===== src/rtl/bitsync_lock_ctrl.sv =====
// Symbol-timing lock sequencer for the Gardner loop.
// Windowed mean |e| drives ACQ/VERIFY/TRACK, loop gain, clear and lock.
module bitsync_lock_ctrl #(
    parameter int WIN_LOG2  = 6,
    parameter int TH_LOCK   = 2048,
    parameter int TH_UNLOCK = 6144,
    parameter int ACQ_MIN   = 4,
    parameter int VERIFY_N  = 3,
    parameter int LOSS_N    = 2
) (
    input  logic               clk,
    input  logic               rst_n,
    input  logic               en,
    input  logic               sync,
    input  logic signed [15:0] e,
    output logic               gain_sel,
    output logic               loop_clr,
    output logic               lock,
    output logic [1:0]         state,
    output logic [15:0]        err_mean,
    output logic               win_done
);

    localparam int AW = 16 + WIN_LOG2;

    typedef enum logic [1:0] {
        IDLE   = 2'd0,
        ACQ    = 2'd1,
        VERIFY = 2'd2,
        TRACK  = 2'd3
    } state_t;

    state_t              state_q, state_d;
    logic [AW-1:0]       acc_q, acc_d;
    logic [WIN_LOG2-1:0] cnt_q, cnt_d;
    logic [15:0]         err_mean_q, err_mean_d;
    logic                win_done_q, win_done_d;
    logic [7:0]          acq_cnt_q, acq_cnt_d;
    logic [7:0]          good_cnt_q, good_cnt_d;
    logic [7:0]          bad_cnt_q, bad_cnt_d;
    logic                gain_sel_q, gain_sel_d;
    logic                loop_clr_q, loop_clr_d;
    logic                lock_q, lock_d;

    logic [15:0]         mag;
    logic [AW-1:0]       acc_sum;
    logic [7:0]          acq_inc;
    logic                run;

    // Saturating magnitude of the timing error and running window sum
    always_comb begin
        if (e == 16'sh8000) begin
            mag = 16'h7fff;
        end else if (e[15]) begin
            mag = 16'(-e);
        end else begin
            mag = 16'(e);
        end
        acc_sum = acc_q + AW'(mag);
        acq_inc = (acq_cnt_q == 8'hff) ? acq_cnt_q : acq_cnt_q + 8'd1;
        run     = en && (state_q != IDLE);
    end

    // Window accumulation and lock-state decisions on each closed window
    always_comb begin
        state_d    = state_q;
        acc_d      = acc_q;
        cnt_d      = cnt_q;
        err_mean_d = err_mean_q;
        win_done_d = 1'b0;
        acq_cnt_d  = acq_cnt_q;
        good_cnt_d = good_cnt_q;
        bad_cnt_d  = bad_cnt_q;

        if (!run) begin
            acc_d = '0;
            cnt_d = '0;
        end else if (sync) begin
            if (cnt_q != '1) begin
                acc_d = acc_sum;
                cnt_d = cnt_q + 1'b1;
            end else begin
                err_mean_d = 16'(acc_sum >> WIN_LOG2);
                acc_d      = '0;
                cnt_d      = '0;
                win_done_d = 1'b1;
            end
        end

        if (!en) begin
            state_d = IDLE;
        end else begin
            unique case (state_q)
                IDLE: begin
                    state_d    = ACQ;
                    acq_cnt_d  = '0;
                    good_cnt_d = '0;
                    bad_cnt_d  = '0;
                end
                ACQ: begin
                    if (win_done_q) begin
                        acq_cnt_d = acq_inc;
                        if (acq_inc >= 8'(ACQ_MIN) &&
                            err_mean_q < 16'(TH_LOCK)) begin
                            state_d    = VERIFY;
                            good_cnt_d = 8'd1;
                        end
                    end
                end
                VERIFY: begin
                    if (win_done_q) begin
                        if (err_mean_q < 16'(TH_LOCK)) begin
                            good_cnt_d = good_cnt_q + 8'd1;
                            if (good_cnt_d >= 8'(VERIFY_N)) begin
                                state_d   = TRACK;
                                bad_cnt_d = '0;
                            end
                        end else begin
                            state_d   = ACQ;
                            acq_cnt_d = '0;
                        end
                    end
                end
                TRACK: begin
                    if (win_done_q) begin
                        if (err_mean_q >= 16'(TH_UNLOCK)) begin
                            bad_cnt_d = bad_cnt_q + 8'd1;
                            if (bad_cnt_d >= 8'(LOSS_N)) begin
                                state_d   = ACQ;
                                acq_cnt_d = '0;
                            end
                        end else begin
                            bad_cnt_d = '0;
                        end
                    end
                end
                default: state_d = IDLE;
            endcase
        end

        loop_clr_d = (state_d == IDLE);
        gain_sel_d = (state_d == TRACK);
        lock_d     = (state_d == TRACK);
    end

    // State, window and registered output flops
    always_ff @(posedge clk or negedge rst_n) begin
        if (!rst_n) begin
            state_q    <= IDLE;
            acc_q      <= '0;
            cnt_q      <= '0;
            err_mean_q <= '0;
            win_done_q <= 1'b0;
            acq_cnt_q  <= '0;
            good_cnt_q <= '0;
            bad_cnt_q  <= '0;
            gain_sel_q <= 1'b0;
            loop_clr_q <= 1'b1;
            lock_q     <= 1'b0;
        end else begin
            state_q    <= state_d;
            acc_q      <= acc_d;
            cnt_q      <= cnt_d;
            err_mean_q <= err_mean_d;
            win_done_q <= win_done_d;
            acq_cnt_q  <= acq_cnt_d;
            good_cnt_q <= good_cnt_d;
            bad_cnt_q  <= bad_cnt_d;
            gain_sel_q <= gain_sel_d;
            loop_clr_q <= loop_clr_d;
            lock_q     <= lock_d;
        end
    end

    assign gain_sel = gain_sel_q;
    assign loop_clr = loop_clr_q;
    assign lock     = lock_q;
    assign state    = state_q;
    assign err_mean = err_mean_q;
    assign win_done = win_done_q;

endmodule


===== config.mk =====
export PLATFORM = sky130hd
export DESIGN_NAME = bitsync_lock_ctrl
export DESIGN_NICKNAME = d
export VERILOG_FILES = /design/src/rtl/bitsync_lock_ctrl.sv
export SDC_FILE = /design/constraint.sdc
export NUM_CORES = 1
export LEC_CHECK = 0
export CAP_MARGIN = 15
export CORE_UTILIZATION = 50
export DETAILED_ROUTE_END_ITERATION = 10
export PLACE_DENSITY = 0.7
export SLEW_MARGIN = 20
export SYNTH_ARGS = -nofsm -noshare
export SYNTH_HDL_FRONTEND = slang
export SYNTH_SLANG_ARGS = --single-unit

===== constraint.sdc =====
create_clock -name clk -period 4.32 [get_ports clk]
set_input_delay 1.296 -clock clk [delete_from_list [all_inputs] [get_ports clk]]
set_output_delay 1.296 -clock clk [all_outputs]
set_load 0.01 [all_outputs]

# == Word level (Yosys, flattened, before mapping) ==
# Index checks and enable logic that the tools add are counted.
# totals
regBits,73
# op_classes
n_addsub,6
magnitude_cmp,5
n_eq_ne,17
n_mux,40
n_bitwise,1
reduce_logical,11
# op_table
operator,count
8-bit two-way mux,16
22-bit two-way mux,3
8-bit case mux with 3 select lines,2
16-bit two-way mux,2
8-bit case mux with 4 select lines,1
8-bit by 1-bit adder with 8-bit output (second input constant),3
22-bit by 16-bit adder with 22-bit output,1
2-bit inequality test (second input constant),10
2-bit two-way mux,9
6-bit two-way mux,3
16-bit equality test (second input constant),1
16-bit by 13-bit >= comparator with 1-bit output (second input constant),1
8-bit by 2-bit >= comparator with 1-bit output (second input constant),2
16-bit by 12-bit less-than comparator with 1-bit output (second input constant),1
16-bit negator,1
6-bit AND reduction,2
8-bit equality test (second input constant),1
8-bit by 3-bit >= comparator with 1-bit output (second input constant),1
2-bit case mux with 4 select lines,1
7-bit AND reduction,1
6-bit by 1-bit adder with 6-bit output (second input constant),1
2-bit equality test (second input constant),3
6-bit inequality test (second input constant),1
3-bit nonzero test,2
7 further kinds,11

# == Longest topological paths before layout ==
# Gate-level depths: netlist of run 1.
# logic_depth
ltp_word,9
ltp_mapped,18

# == Least setup slack after synthesis of run 1 ==
# No wires, ideal clock.
# synth_timing
path_kind,input -> register
start,input e[5]
end,register acc_q[18]
setup_time_ns,0.069
arrival_ns,4.847
required_time_ns,4.251
path_slack_ns,-0.596
cell_stages,16
path_cell_list,or3_1 or4_1 nand2b_1 or2_2 clkbuf_1 nand2_1 ha_1 inv_1 fa_1 nor2b_1 o21ai_0 a21oi_1 o2111ai_1 a21o_1 or4_1 nand3_1
# synth_between
elab_chain_cells,7
word_cells_on_any_way,8
classes_between,2 x add/sub; 1 x eq/ne; 5 x mux
# synth_rtl
element,line,text
"start, declared",15,"input logic signed [15:0] e,"
16-bit negator,55,mag = 16'(-e);
16-bit two-way mux,54,end else if (e[15]) begin
16-bit two-way mux *,52,if (e == 16'sh8000) begin
22-bit by 16-bit adder with 22-bit output *,59,acc_sum = acc_q + AW'(mag);
22-bit two-way mux *,79,if (cnt_q != '1) begin
22-bit two-way mux *,78,end else if (sync) begin
22-bit two-way mux *,75,if (!run) begin
"end signal, assigned",150,acc_q <= '0;
"end signal, assigned",162,acc_q <= acc_d;
"end, declared",34,"logic [AW-1:0] acc_q, acc_d;"
# Every way passes the cells marked *; elsewhere a longest branch is shown, timed or not. The select of a mux whose other input is x is not followed.
# A chain may end at the register's enable or synchronous reset.

# == Final worst setup path of run 1 ==
# layout_timing
start,input e[3]
end,register err_mean_q[10] (netlist: err_mean[10])
# layout_between
elab_chain_cells,4
word_cells_on_any_way,5
classes_between,2 x add/sub; 1 x eq/ne; 2 x mux
# layout_rtl
element,line,text
16-bit negator,55,
16-bit two-way mux,54,
16-bit two-way mux *,52,
22-bit by 16-bit adder with 22-bit output *,59,
"end signal, assigned",164,err_mean_q <= err_mean_d;
"end, declared",36,"logic [15:0] err_mean_q, err_mean_d;"
# Every way passes the cells marked *; elsewhere a longest branch is shown, timed or not.

==> key figures, run 1 <==
Routing
  – Antenna-violating nets left: 0
  – 1st-iter DRT viols: 214
  – DR vias: 4842
  – Via density per instance: 5.751
  – First-pass detailed-route iteration total: 7
  – Avg WL per Cell: 15.14 µm
  – Post-route DRC: 1
  – Final WL: 12750 µm

Worst setup path
  – Type of origin of the critical path: primary input
  – Register-to-Register Path Depth: 8
  – WP data required: 4.60 ns
  – Worst Path Max Fanout: 7
  – Worst path arrival time: 4.50 ns
  – Worst Setup End Kind: flip-flop
  – Critical path class: primary input to flip-flop

Power
  – Leakage: 3.007 nW
  – Design Power: 1.675 mW
  – P per Cell Area: 254.9 mW/mm²
  – Max IR drop VDD: 0.0001678 V

Place
  – Post-Place Cells: 820
  – GPL Wtd Cong: 0.8774
  – Final HPWL DP: 9128 µm
  – Post-DP Area: 0.006198 mm²
  – Buffers on Ports: 41
  – DP Worst Slack: -0.7861 ns

Timing
  – Final period util: 97.54%
  – Final Max Slew Viols: 0
  – Setup-failing EPs final: 0
  – Clock Skew: 0.01132 ns
  – Setup WS post-layout: 0.1063 ns
  – Unrepaired setup endpoints after global routing: no
  – Fin. Hold Viols: 0
  – Actual slew at the worst max-slew pin: 0.9166 ns
  – Achievable Freq: 237.3 MHz
  – Fin crit period: 4.214 ns
  – Rel. slew slack: 38.89%

Clocking
  – CTS H-tree lvls: 3
  – Clock Pin Slew Worst Setup and Hold Paths: 0.08 ns
  – Sink Count: 73
  – CTS tree: yes
  – Clock Path Buffers: 2
  – Clk_lat worst skew: 0.37 ns
  – Hold-fix buffers at CTS: 0
  – Num CTS Buffers: 9
  – Clk root buf: clkbuf_8

Synth
  – Syn Inst Count: 593
  – Prevailing post-synth register cell: dfrtp_1
  – EDFF count, synth: 0
  – Register area share after synthesis: 36.55%
  – Yosys warns: 0
  – Syn avg cell area: 8.433 µm²
  – Yosys top cell by area: dfrtp_1
  – Yosys reg bits: 73
  – Syn nets: 644
  – Cells taking the most area after synthesis: dfrtp_1 36%, ha_1 7.5%, o21ai_0 6.3%
  – Mapped cell area: 0.005001 mm²
  – Ys async rst share: 100.0%
  – Top cell type's share of synthesized area: 36.03%
  – Count of cell types in the netlist: 65

Outcome
  – Outcome: complete, but fails checks
  – Violated checks: design-rule violations

Final layout
  – Final non-filler cell total: 842
  – Fin nets: 755
  – Share of layout cells above drive strength 1: 22.85%
  – # fillers: 840
  – Layout area overhead: 31.37%
  – Design Area, Final: 0.006570 mm²
  – Post-layout util: 67.53%
  – Ant diodes: 0

Flow run
  – Max_cap viols: 0

Die
  – Die W: 102.0 µm
  – IO Count: 42
  – Initial core utilization: 51.40%
  – Core Region: 0.009729 mm²
  – Die footprint: 0.01041 mm²
  – Std-Cell Rows: 36
  – Die Span Y: 102.0 µm

Worst hold path
  – HP Class: flip-flop to flip-flop
  – Hold Path Depth: 2

Global routing
  – Initial antenna violation count: 0
  – GRT Util Overall: 25.79%
  – Total gr overflow: 0
  – Vias in the first global route: 4737
  – First-pass GRT wire length: 21190 µm
  – Largest net degree at the start of global routing: 74
==> cell usage in the layout (no fill, tap or decap), types with 3 or more instances in the layout <==
| master | n |
|---|---|
| or3_1 | 8 |
| o21bai_1 | 3 |
| o211ai_1 | 7 |
| o41ai_1 | 3 |
| o21a_1 | 6 |
| and3_1 | 11 |
| a21oi_2 | 6 |
| a211oi_1 | 5 |
| nor2b_1 | 7 |
| a32oi_1 | 3 |
| clkdlybuf4s50_1 | 32 |
| mux2_2 | 4 |
| nor2_1 | 44 |
| nor3b_1 | 3 |
| clkbuf_8 | 10 |
| clkbuf_2 | 3 |
| a21oi_1 | 26 |
| o31ai_1 | 13 |
| nand2_1 | 74 |
| nor3_1 | 12 |
| inv_2 | 4 |
| or4_1 | 4 |
| nand2b_1 | 6 |
| o21ai_0 | 53 |
| or4_4 | 3 |
| a21o_1 | 3 |
| ha_1 | 23 |
| nand2_4 | 3 |
| xnor2_1 | 7 |
| a22o_1 | 13 |
| nand3_1 | 19 |
| xor2_1 | 20 |
| ha_4 | 7 |
| a31oi_1 | 10 |
| inv_1 | 21 |
| buf_4 | 82 |
| dfrtp_1 | 72 |
| o21ai_1 | 10 |
==> registers in the layout (all words and copies together) (netlist names), 2 cells and up <==
signal,flops
acc_q,22
err_mean,16
acq_cnt_q,8
bad_cnt_q,8
good_cnt_q,8
cnt_q,6
state,2
==> metrics by stage <==
step | hold WS, ns | setup TNS [ns]
2_1_floorplan | 0.4551 | -3.327
3_3_place_gp | 0.4589 | -17.83
3_5_place_dp | 0.4657 | -20.05
4_1_cts | 0.4850 | 0
5_1_grt | 0.4950 | 0
6_report | 0.4825 | 0
==> area by class of cell <==
type | count | area (µm²) | share of cell area (%)
Clock buffer | 10 | 137.6 | 2.095
Clock inverter | 6 | 90.09 | 1.371
Inverter | 25 | 93.84 | 1.428
Sequential cell | 73 | 1828 | 27.82
Timing Repair Buffer | 123 | 1008 | 15.35
Multi-Input combinational cell | 472 | 3246 | 49.40
Tap cell | 133 | 166.4 | 2.533
==> cells in the mapped netlist (13+ instances only) <==
cell type   n
a22o_1     13
inv_1      24
nand3_1    20
nor3_1     13
nor2_1     46
o31ai_1    14
clkbuf_1   14
o21ai_0    63
xor2_1     20
a21oi_1    32
ha_1       30
dfrtp_1    72
nand2_1    79
==> per-layer routing <==
| metal | part of all wire, % | up-vias | wire, µm | GRT usage, % |
|---|---|---|---|---|
| met2 | 50 | 112 | 6415 | 45.59 |
| met4 | 2.3 | 0 | 295 | 10.55 |
| met1 | 44 | 2326 | 5581 | 31.35 |
| met5 | 0 | - | 0 | 0 |
| li1 | - | 2381 | - | - |
| met3 | 3.6 | 23 | 457 | 3.967 |
==> worst max-delay path: stages <==
cell       delay, ns
buf_2           0.11
or3_4           0.37
or4_4           0.42
nand2b_4        0.15
or2_4           0.26
nand2_4         0.07
ha_4            0.12
inv_2           0.04
fa_2            0.36
nor2b_2         0.14
o21ai_2         0.10
a21oi_2         0.19
o2111ai_2       0.15
a21o_4          0.27
or3_1           0.31
a31oi_1         0.16
==> power breakdown <==
| group | total (mW) | leakage [nW] | switching [mW] | internal (mW) |
|---|---|---|---|---|
| Sequential | 0.711 | 1.01 | 0.0150 | 0.696 |
| Clock | 0.625 | 0.113 | 0.282 | 0.343 |
| Combinational | 0.339 | 1.88 | 0.178 | 0.161 |
==> repair_timing <==
action,4_1_cts,5_1_grt
setup buffers,6,0
pin swaps,12,13
endpoints found under the setup margin,32,22
resized for setup,25,27
==> cell families (layout without fill, tap and decap cells) <==
| group | after synthesis | count (layout) | synth area share [%] |
|---|---|---|---|
| muxes | 7 | 7 | 1.526 |
| xor gates and xnor gates | 27 | 27 | 4.729 |
| DFF | 73 | 73 | 36.55 |
| adders and majority gates | 31 | 31 | 7.906 |
| AOI/OAI and AO/OA | 184 | 184 | 23.69 |
| and+or+nand+nor | 223 | 223 | 21.52 |
| buffers and inverters | 48 | 164 | 4.078 |
==> worst paths after layout <==
check | startpoint | to | slack [ns]
min reg2reg | err_mean[0] | err_mean[0] | 0.48
min | err_mean[0] | err_mean[0] | 0.48
max | e[3] | err_mean[10] | 0.11
max in group asynchronous | rst_n | err_mean[7] | 2.65
max reg2reg | acq_cnt_q[0] | good_cnt_q[2] | 1.25
min in group asynchronous | rst_n | acq_cnt_q[3] | 1.04
Note: power is estimated with default switching activity, not from simulation.
==> run 2, diff against run 1 <==
--- a/config.mk
+++ b/config.mk
@@ -9,6 +9,7 @@
 export CORE_UTILIZATION = 50
 export DETAILED_ROUTE_END_ITERATION = 10
 export PLACE_DENSITY = 0.7
+export SKIP_LAST_GASP = 1
 export SLEW_MARGIN = 20
 export SYNTH_ARGS = -nofsm -noshare
 export SYNTH_HDL_FRONTEND = slang
==> results of run 2 <==
No change in the layout: final DEF, timing and power equal those of run 1.
